[src/rtl/mole_hit_scorer.sv]
// mole_hit_scorer: synchronizes and debounces four player buttons and judges each press
// against the mole lamp currently lit. It keeps a saturating two-digit BCD score and a miss
// count, and locks into a game-over state when the miss count reaches LIVES.
// Ports:
//   clk, rst_n      : clock and asynchronous active-low reset
//   in1..in4        : raw buttons, active-high
//   o1..o4          : mole lamps from the randomiser, active-high
//   score           : BCD score ([7:4] tens, [3:0] units)
//   misses          : binary miss count
//   hit, miss       : one-cycle judgement pulses
//   game_over       : level, high in the OVER state
module mole_hit_scorer #(
  parameter int DEBOUNCE_CYCLES = 4,
  parameter int LIVES           = 3
) (
  input  logic       clk,
  input  logic       rst_n,
  input  logic       in1,
  input  logic       in2,
  input  logic       in3,
  input  logic       in4,
  input  logic       o1,
  input  logic       o2,
  input  logic       o3,
  input  logic       o4,
  output logic [7:0] score,
  output logic [2:0] misses,
  output logic       hit,
  output logic       miss,
  output logic       game_over
);

  localparam logic [3:0] DB_MAX = 4'(DEBOUNCE_CYCLES);
  localparam logic [3:0] DB_PRE = 4'(DEBOUNCE_CYCLES - 1);
  localparam logic [2:0] LIVES3 = 3'(LIVES);

  typedef enum logic [1:0] {IDLE, ARMED, SCORED, OVER} state_t;

  // Two-flop synchronizers for buttons and lamps
  logic [3:0] btn_meta, btn_sync, lamp_meta, lamp_sync;

  always_ff @(posedge clk or negedge rst_n) begin
    if (!rst_n) begin
      btn_meta  <= '0;
      btn_sync  <= '0;
      lamp_meta <= '0;
      lamp_sync <= '0;
    end else begin
      btn_meta  <= {in4, in3, in2, in1};
      btn_sync  <= btn_meta;
      lamp_meta <= {o4, o3, o2, o1};
      lamp_sync <= lamp_meta;
    end
  end

  // Debounce: the counter parks at DEBOUNCE_CYCLES while the button stays high, so the
  // press pulse fires exactly once per high stretch; only a low cycle clears it.
  logic [3:0][3:0] cnt;
  logic [3:0]      press;

  always_ff @(posedge clk or negedge rst_n) begin
    if (!rst_n) begin
      cnt   <= '0;
      press <= '0;
    end else begin
      for (int b = 0; b < 4; b++) begin
        if (!btn_sync[b]) begin
          cnt[b]   <= '0;
          press[b] <= 1'b0;
        end else begin
          if (cnt[b] != DB_MAX) cnt[b] <= cnt[b] + 4'd1;
          press[b] <= (cnt[b] == DB_PRE);
        end
      end
    end
  end

  // Mole index decode: only a single lit lamp is a valid mole
  logic       mole_vld;
  logic [1:0] mole_idx;

  always_comb begin
    mole_vld = 1'b1;
    mole_idx = 2'd0;
    case (lamp_sync)
      4'b0001: mole_idx = 2'd0;
      4'b0010: mole_idx = 2'd1;
      4'b0100: mole_idx = 2'd2;
      4'b1000: mole_idx = 2'd3;
      default: mole_vld = 1'b0;
    endcase
  end

  function automatic logic [7:0] bcd_inc(input logic [7:0] v);
    if (v == 8'h99)         return v;
    else if (v[3:0] == 4'd9) return {v[7:4] + 4'd1, 4'd0};
    else                     return {v[7:4], v[3:0] + 4'd1};
  endfunction

  // Game FSM
  state_t     state, state_n;
  logic [1:0] idx, idx_n;
  logic [7:0] score_n;
  logic [2:0] misses_n;
  logic       hit_n, miss_n, take_miss;
  logic [3:0] sel;

  always_ff @(posedge clk or negedge rst_n) begin
    if (!rst_n) begin
      state  <= IDLE;
      idx    <= 2'd0;
      score  <= 8'h00;
      misses <= 3'd0;
      hit    <= 1'b0;
      miss   <= 1'b0;
    end else begin
      state  <= state_n;
      idx    <= idx_n;
      score  <= score_n;
      misses <= misses_n;
      hit    <= hit_n;
      miss   <= miss_n;
    end
  end

  always_comb begin
    state_n   = state;
    idx_n     = idx;
    score_n   = score;
    misses_n  = misses;
    hit_n     = 1'b0;
    miss_n    = 1'b0;
    take_miss = 1'b0;
    sel       = 4'b0001 << idx;
    case (state)
      IDLE: begin
        if (mole_vld) begin
          idx_n   = mole_idx;
          state_n = ARMED;
        end
      end
      ARMED: begin
        // Presses are judged against the index latched before any same-cycle lamp change;
        // a hit masks both wrong-button and escape misses.
        if ((press & sel) != 4'b0000) begin
          hit_n   = 1'b1;
          score_n = bcd_inc(score);
          state_n = SCORED;
        end else begin
          if (press != 4'b0000) take_miss = 1'b1;
          if (!mole_vld) begin
            take_miss = 1'b1;
            state_n   = IDLE;
          end else if (mole_idx != idx) begin
            take_miss = 1'b1;
            idx_n     = mole_idx;
          end
        end
      end
      SCORED: begin
        if (!mole_vld) begin
          state_n = IDLE;
        end else if (mole_idx != idx) begin
          idx_n   = mole_idx;
          state_n = ARMED;
        end
      end
      default: ;  // OVER: frozen until reset
    endcase
    if (take_miss) begin
      miss_n   = 1'b1;
      misses_n = misses + 3'd1;
      if (misses + 3'd1 == LIVES3) state_n = OVER;
    end
  end

  assign game_over = (state == OVER);

endmodule

[config.mk]
export PLATFORM = sky130hd
export DESIGN_NAME = mole_hit_scorer
export DESIGN_NICKNAME = d
export VERILOG_FILES = /design/src/rtl/mole_hit_scorer.sv
export SDC_FILE = /design/constraint.sdc
export NUM_CORES = 1
export LEC_CHECK = 0
export BUFFER_PORTS_ARGS = -buffer_cell sky130_fd_sc_hd__buf_4
export CAP_MARGIN = 10
export CORE_ASPECT_RATIO = 0.5
export CORE_MARGIN = 4
export CORE_UTILIZATION = 36
export CTS_CLUSTER_SIZE = 14
export DETAILED_ROUTE_END_ITERATION = 10
export HOLD_SLACK_MARGIN = 0.1
export PLACE_DENSITY = 0.67
export REMOVE_ABC_BUFFERS = 1
export SYNTH_ARGS = -nofsm -noshare
export SYNTH_HDL_FRONTEND = slang
export SYNTH_SLANG_ARGS = --single-unit
[constraint.sdc]
create_clock -name clk -period 2.05 [get_ports clk]
set_clock_uncertainty 0.1 [all_clocks]
set_input_delay 0.1025 -clock clk [delete_from_list [all_inputs] [get_ports clk]]
set_output_delay 0.1025 -clock clk [all_outputs]
set_load 0.01 [all_outputs]
* Word level (Yosys, flattened, before mapping) *
Cells that the tools add are included.

cells by class
  add/sub/neg operators = 7
  multipliers = 0
  divide/modulo/power cells = 0
  order comparisons = 0
  equal/unequal tests = 25
  shifts and indexed selects = 1
  multiplexer cells = 36
  bitwise operators = 2
  reduce and logical (&&, ||, !) cells = 8

operators by type and width
  cell                                                                      number
  4-bit two-way mux                                                         9
  4-bit by 1-bit adder with 4-bit output (second input constant)            6
  2-bit two-way mux                                                         11
  4-bit by 2-bit equality test with 1-bit output (second input constant)    5
  2-bit one-hot mux with 3 select lines                                     3
  4-bit by 3-bit inequality test with 1-bit output (second input constant)  4
  1-bit two-way mux                                                         13
  4-bit equality test (second input constant)                               2
  8-bit equality test (second input constant)                               1
  2-bit by 1-bit inequality test with 1-bit output (second input constant)  4
  4-bit nonzero test                                                        2
  3-bit AND reduction                                                       2
  4-bit bitwise AND                                                         1
  2-bit equality test (second input constant)                               2
  4-bit by 1-bit equality test with 1-bit output (second input constant)    1
  4-bit by 3-bit equality test with 1-bit output (second input constant)    1
  2-bit inequality test (second input constant)                             2
  4-bit AND reduction                                                       1
  4-bit OR reduction                                                        1
  1-bit by 2-bit left shift with 4-bit output (first input constant)        1
  3-bit by 1-bit adder with 3-bit output (second input constant)            1
  3-bit by 2-bit equality test with 1-bit output (second input constant)    1
  3-bit nonzero test                                                        1
  2-bit by 1-bit equality test with 1-bit output (second input constant)    1
  3 further kinds                                                           3

storage, ports and cells
  flip-flop bits (word level) = 53
  bits in latches = 0
  memory bits (writable) = 0
  bits in read-only memories = 0
  logic and storage cells = 95
  memories = 0

* Logic depth before layout (Yosys ltp) *
  depth after elaboration = 8
  depth in mapped cells = 7
  depth with buffers taken out = 7

* Worst setup path after synthesis *
No wires, ideal clock.

  kind = register to register
  start = register idx[1]
  end = register idx[0]
  setup time = 0.125 ns
  arrival = 1.688 ns
  data required time = 1.825 ns
  setup slack = 0.137 ns
  cell stages (with the launch flop) = 8
  buffers on the path = 2
  cell sequence = dfrtp_1 > buf_6 > mux4_2 > and2_4 > buf_6 > nor2_4 > o21ai_2 > mux2_4

on the way
  cells in the longest elaborated chain, start to end = 5

ends and longest elaborated chain
  item                                                                                  RTL line       text
  start: declaration                                                                    102            logic [1:0] idx, idx_n;
  start signal: assignment                                                              118            idx <= idx_n;
  2-bit inequality test or 1-bit by 2-bit left shift with 4-bit output (tied branches)  154, 163, 134
  2-bit two-way mux or 4-bit bitwise AND (tied branches)                                n/a
  2-bit two-way mux or 4-bit nonzero test (tied branches)                               n/a
  2-bit two-way mux or 2-bit inequality test (tied branches)                            n/a
  2-bit one-hot mux with 3 select lines or 3-bit AND reduction (tied branches)          n/a

Several ways; a longest one is shown, not always the timed one. The select of a mux whose other input is x is not followed.
A chain may end at the register's enable or synchronous reset.

* Worst setup path after layout *
  start = register lamp_sync[0]
  end = register idx[0]

on the way
  cells in the longest elaborated chain, start to end = 7

ends and longest elaborated chain
  item                                         RTL line  text
  start: declaration                           40        logic [3:0] btn_meta, btn_sync, lamp_meta, lamp_sync;
  start signal: assignment                     52        lamp_sync <= lamp_meta;
  4-bit equality test (tied with other cells)  85        case (lamp_sync)
  2-bit one-hot mux with 3 select lines        85
  2-bit inequality test                        154, 163
  2-bit two-way mux                            154, 163
  2-bit two-way mux                            151       if (!mole_vld) begin
  2-bit two-way mux                            145       if ((press & sel) != 4'b0000) begin
  2-bit one-hot mux with 3 select lines        135       case (state)

Several ways; a longest one is shown, not always the timed one. The select of a mux whose other input is x is not followed.

==> results.tsv <==
stage	metric	value	unit
status	run status	finished clean	
sta	Setup TNS	0	ns
clock_network	Clock Tree Buf Depth	2	
placement	port bufs	23	
logic_synthesis	mapped cell area	0.00260	mm2
sta	post-route setup slack	0.144	ns
worst_setup_path	CP startpoint kind	register	
logic_synthesis	Post-synth ARST share	100	%
global_route	total gr overflow	0	
power_and_ir_drop	Clk pwr share	27.4	%
floorplanning	die height	68.1	um
sta	Peak Freq	525	MHz
clock_network	clock root buffer	clkbuf_16	
sta	Slew @ Worst Pin	0.651	ns
worst_setup_path	cells along the critical path	o21ai_0 -> a2bb2oi_1 -> o311ai_0 -> o21ai_2 -> mux2_4	
sta	Final Critical Period	1.91	ns
floorplanning	initial core utilization	37.9	%
global_route	pin count of the biggest net entering global routing	54	
logic_synthesis	number of synthesized register bits	53	
routing	Post-DRT Antenna Nets	0	
worst_setup_path	Slowest cell on crit path	dfrtp_1	
power_and_ir_drop	Net Switching	900	uW
final_layout	area grow syn2layout	18.8	%
worst_setup_path	crit-path max cell delay	0.51	ns
logic_synthesis	post-synthesis cell type count	47	
routing	Routed WL per cell	12.2	um
global_route	initial antenna violation count	0	
global_route	first-pass GRT wire length	7900	um
final_layout	final core occ	45.1	%
floorplanning	Die Area	0.00874	mm2
worst_setup_path	reg2reg setup slack	0.14	ns
clock_network	clock-pin slew on the worst setup and hold paths	0.07	ns
clock_network	CTS tree	built	
logic_synthesis	Post-synth EDFFs	0	
routing	drt via density	4.92	
sta	worst hold-check slack	0.248	ns
final_layout	commonest non-fill, non-tap cell in the layout	dfrtp_1	
routing	First-pass DRT Iterations	4	
worst_setup_path	Critical Path AT	1.98	ns
clock_network	CTS Buf Count	5	
power_and_ir_drop	Peak supply drop	371	uV
worst_setup_path	Reg-to-Reg Start	lamp_sync[0]$_DFF_PN0_	
floorplanning	Ports	24	
final_layout	diode count	0	
placement	hpwl dp	3080	um
sta	Setup violations, final	0	
worst_setup_path	FF-to-FF End	idx[0]$_DFFE_PN0P_	
worst_setup_path	crit path kind	register to register	
sta	Slew HR	56.6	%
worst_setup_path	WP data required	2.12	ns
routing	total via count in the routed design	1768	
floorplanning	Chip Width	128	um
power_and_ir_drop	internal power	2.09	mW
power_and_ir_drop	Flop pwr share	45.5	%
logic_synthesis	Cells after Synth	233	
job	Max Cap Violations	0	
clock_network	Num Clock Sinks	53	
min_path	Hold Crit Start	lamp_meta[3]$_DFF_PN0_	
worst_setup_path	CP Capture Type	register	
final_layout	layout cell share with drive strength beyond 1	17.6	%
sta	RSZ-0062 raised after global routing	no	
routing	final WL	4400	um
min_path	hold worst-path end	lamp_sync[3]$_DFF_PN0_	
placement	RD Place Congestion	0.808	
floorplanning	Core Area	0.00686	mm2
final_layout	commonest non-fill, non-tap cells in the layout	dfrtp_1 (52), buf_4 (25), inv_1 (19)	
routing	Residual DRC	0	
placement	Place WS	0.103	ns
routing	Detailed Route Iter0 Violations	92	
floorplanning	Site Rows	21	
final_layout	Final nets	293	
power_and_ir_drop	Sw Share	30.1	%
power_and_ir_drop	combinational power share	27.1	%
clock_network	Clk Latency, worst-skew pair	0.29	ns
global_route	vias in the first global route	1818	
logic_synthesis	Seq/Total Area, Yosys	51.0	%
sta	final hold vios	0	
power_and_ir_drop	P_leak	1.40	nW
global_route	GRT Overall Usage	11.4	%
worst_setup_path	cells on worst reg2reg path	5	
power_and_ir_drop	power per cell area	966	mW/mm2
logic_synthesis	Yosys warning count	0	
logic_synthesis	syn_area_per_cell	11.2	um2
sta	Final period util	93.0	%
logic_synthesis	ys flop type	dfrtp_1	
worst_setup_path	crit-path max FO	10	
clock_network	H-tree Lvls	2	
min_path	Hold Path Stages	0	
min_path	Tightest Hold Check Type	register to register	
sta	Final Max Slew Viols	0	
[registers in the layout, indices dropped and copies added, names as in the netlist]
name and cells:
idx 2, hit 1, cnt 16, misses 3, miss 1, state 2, btn_sync 4, score 8
lamp_sync 4, btn_meta 4, lamp_meta 4, press 4
[cells by family (layout without fill, tap and decap cells)]
group | count (synthesis) | in the layout | synth area share (%)
AND/OR/NAND/NOR | 75 | 75 | 18.1
flip-flops | 53 | 53 | 51.0
AO/OA/AOI/OAI | 40 | 40 | 9.76
buffers and inverters | 26 | 60 | 4.57
adder cells (fa/ha/maj) | 16 | 16 | 7.69
XOR/XNOR | 14 | 14 | 4.71
multiplexers | 9 | 9 | 4.18
[metrics by stage]
stage | power, mW | cell area, um2 | cells
2_1_floorplan | 1.90 | 2550 | 226
3_3_place_gp | 2.13 | 2860 | 343
3_5_place_dp | 2.18 | 2860 | 343
4_1_cts | 3.03 | 3090 | 359
5_1_grt | 3.20 | 3090 | 359
6_report | 2.99 | 3090 | 359
[metal layers]
metal	track usage (%)	part of all wire, %	vias up
met1	14.2	47	872
met4	4.76	1.7	0
met3	2.57	2.7	6
met2	19.4	48	19
met5	0	0	-
li1	-	-	871
[power groups by stage]
stage	Combinational, mW	Sequential, mW	Clock (mW)
floorplan	0.521	1.37	0
global placement	0.767	1.36	0
detailed placement	0.801	1.37	0
CTS	0.820	1.36	0.851
global route	0.908	1.39	0.900
finish	0.809	1.36	0.820
[worst max path at each step]
stage,from,to,slack [ns],depth (start not counted)
3_3_place_gp,idx[0]$_DFFE_PN0P_,idx[0]$_DFFE_PN0P_,0.23,5
2_1_floorplan,idx[1]$_DFFE_PN0P_,idx[0]$_DFFE_PN0P_,0.20,5
6_report,lamp_sync[0]$_DFF_PN0_,idx[0]$_DFFE_PN0P_,0.14,5
5_1_grt,lamp_sync[1]$_DFF_PN0_,state[0]$_DFF_PN0_,0.03,5
4_1_cts,idx[0]$_DFFE_PN0P_,idx[0]$_DFFE_PN0P_,0.08,5
3_5_place_dp,idx[0]$_DFFE_PN0P_,idx[0]$_DFFE_PN0P_,0.10,5
[cell type report]
type | count | area, um2
Fill cell | 619 | 3770
Tap cell | 92 | 115
Inverter | 19 | 71.3
Clock buffer | 7 | 143
Timing Repair Buffer | 34 | 278
Multi-Input combinational cell | 154 | 1160
Sequential cell | 53 | 1330
[timing repair]
action                                  in CTS  in global routing
endpoints found under the setup margin       0                  1
resized for setup                            0                  1
hold buffers                                 9                  0
setup buffers                                0                  0
endpoints found under the hold margin       61                  0
[cells in the mapped netlist (all sizes together) (6+ instances only)]
cell / number / share of area (%)
buf: 7 / 1.8
mux2i: 6 / 2.3
ha: 16 / 7.7
a21oi: 12 / 2.5
xnor2: 10 / 3.4
dfrtp: 53 / 51
nand3b: 7 / 2.0
nand2: 6 / 0.87
o21ai: 11 / 2.3
nand3: 8 / 1.5
nor3: 6 / 1.2
nor2b: 9 / 2.2
nor2: 10 / 1.7
inv: 19 / 2.7
[worst max-delay path: cells and delay by family, from the launching register on]
family / cells / cell delay, ns
flip-flops: 1 / 0.51
AO/OA/AOI/OAI: 4 / 0.87
multiplexers: 1 / 0.31
Power figures use the tool's default switching activity.
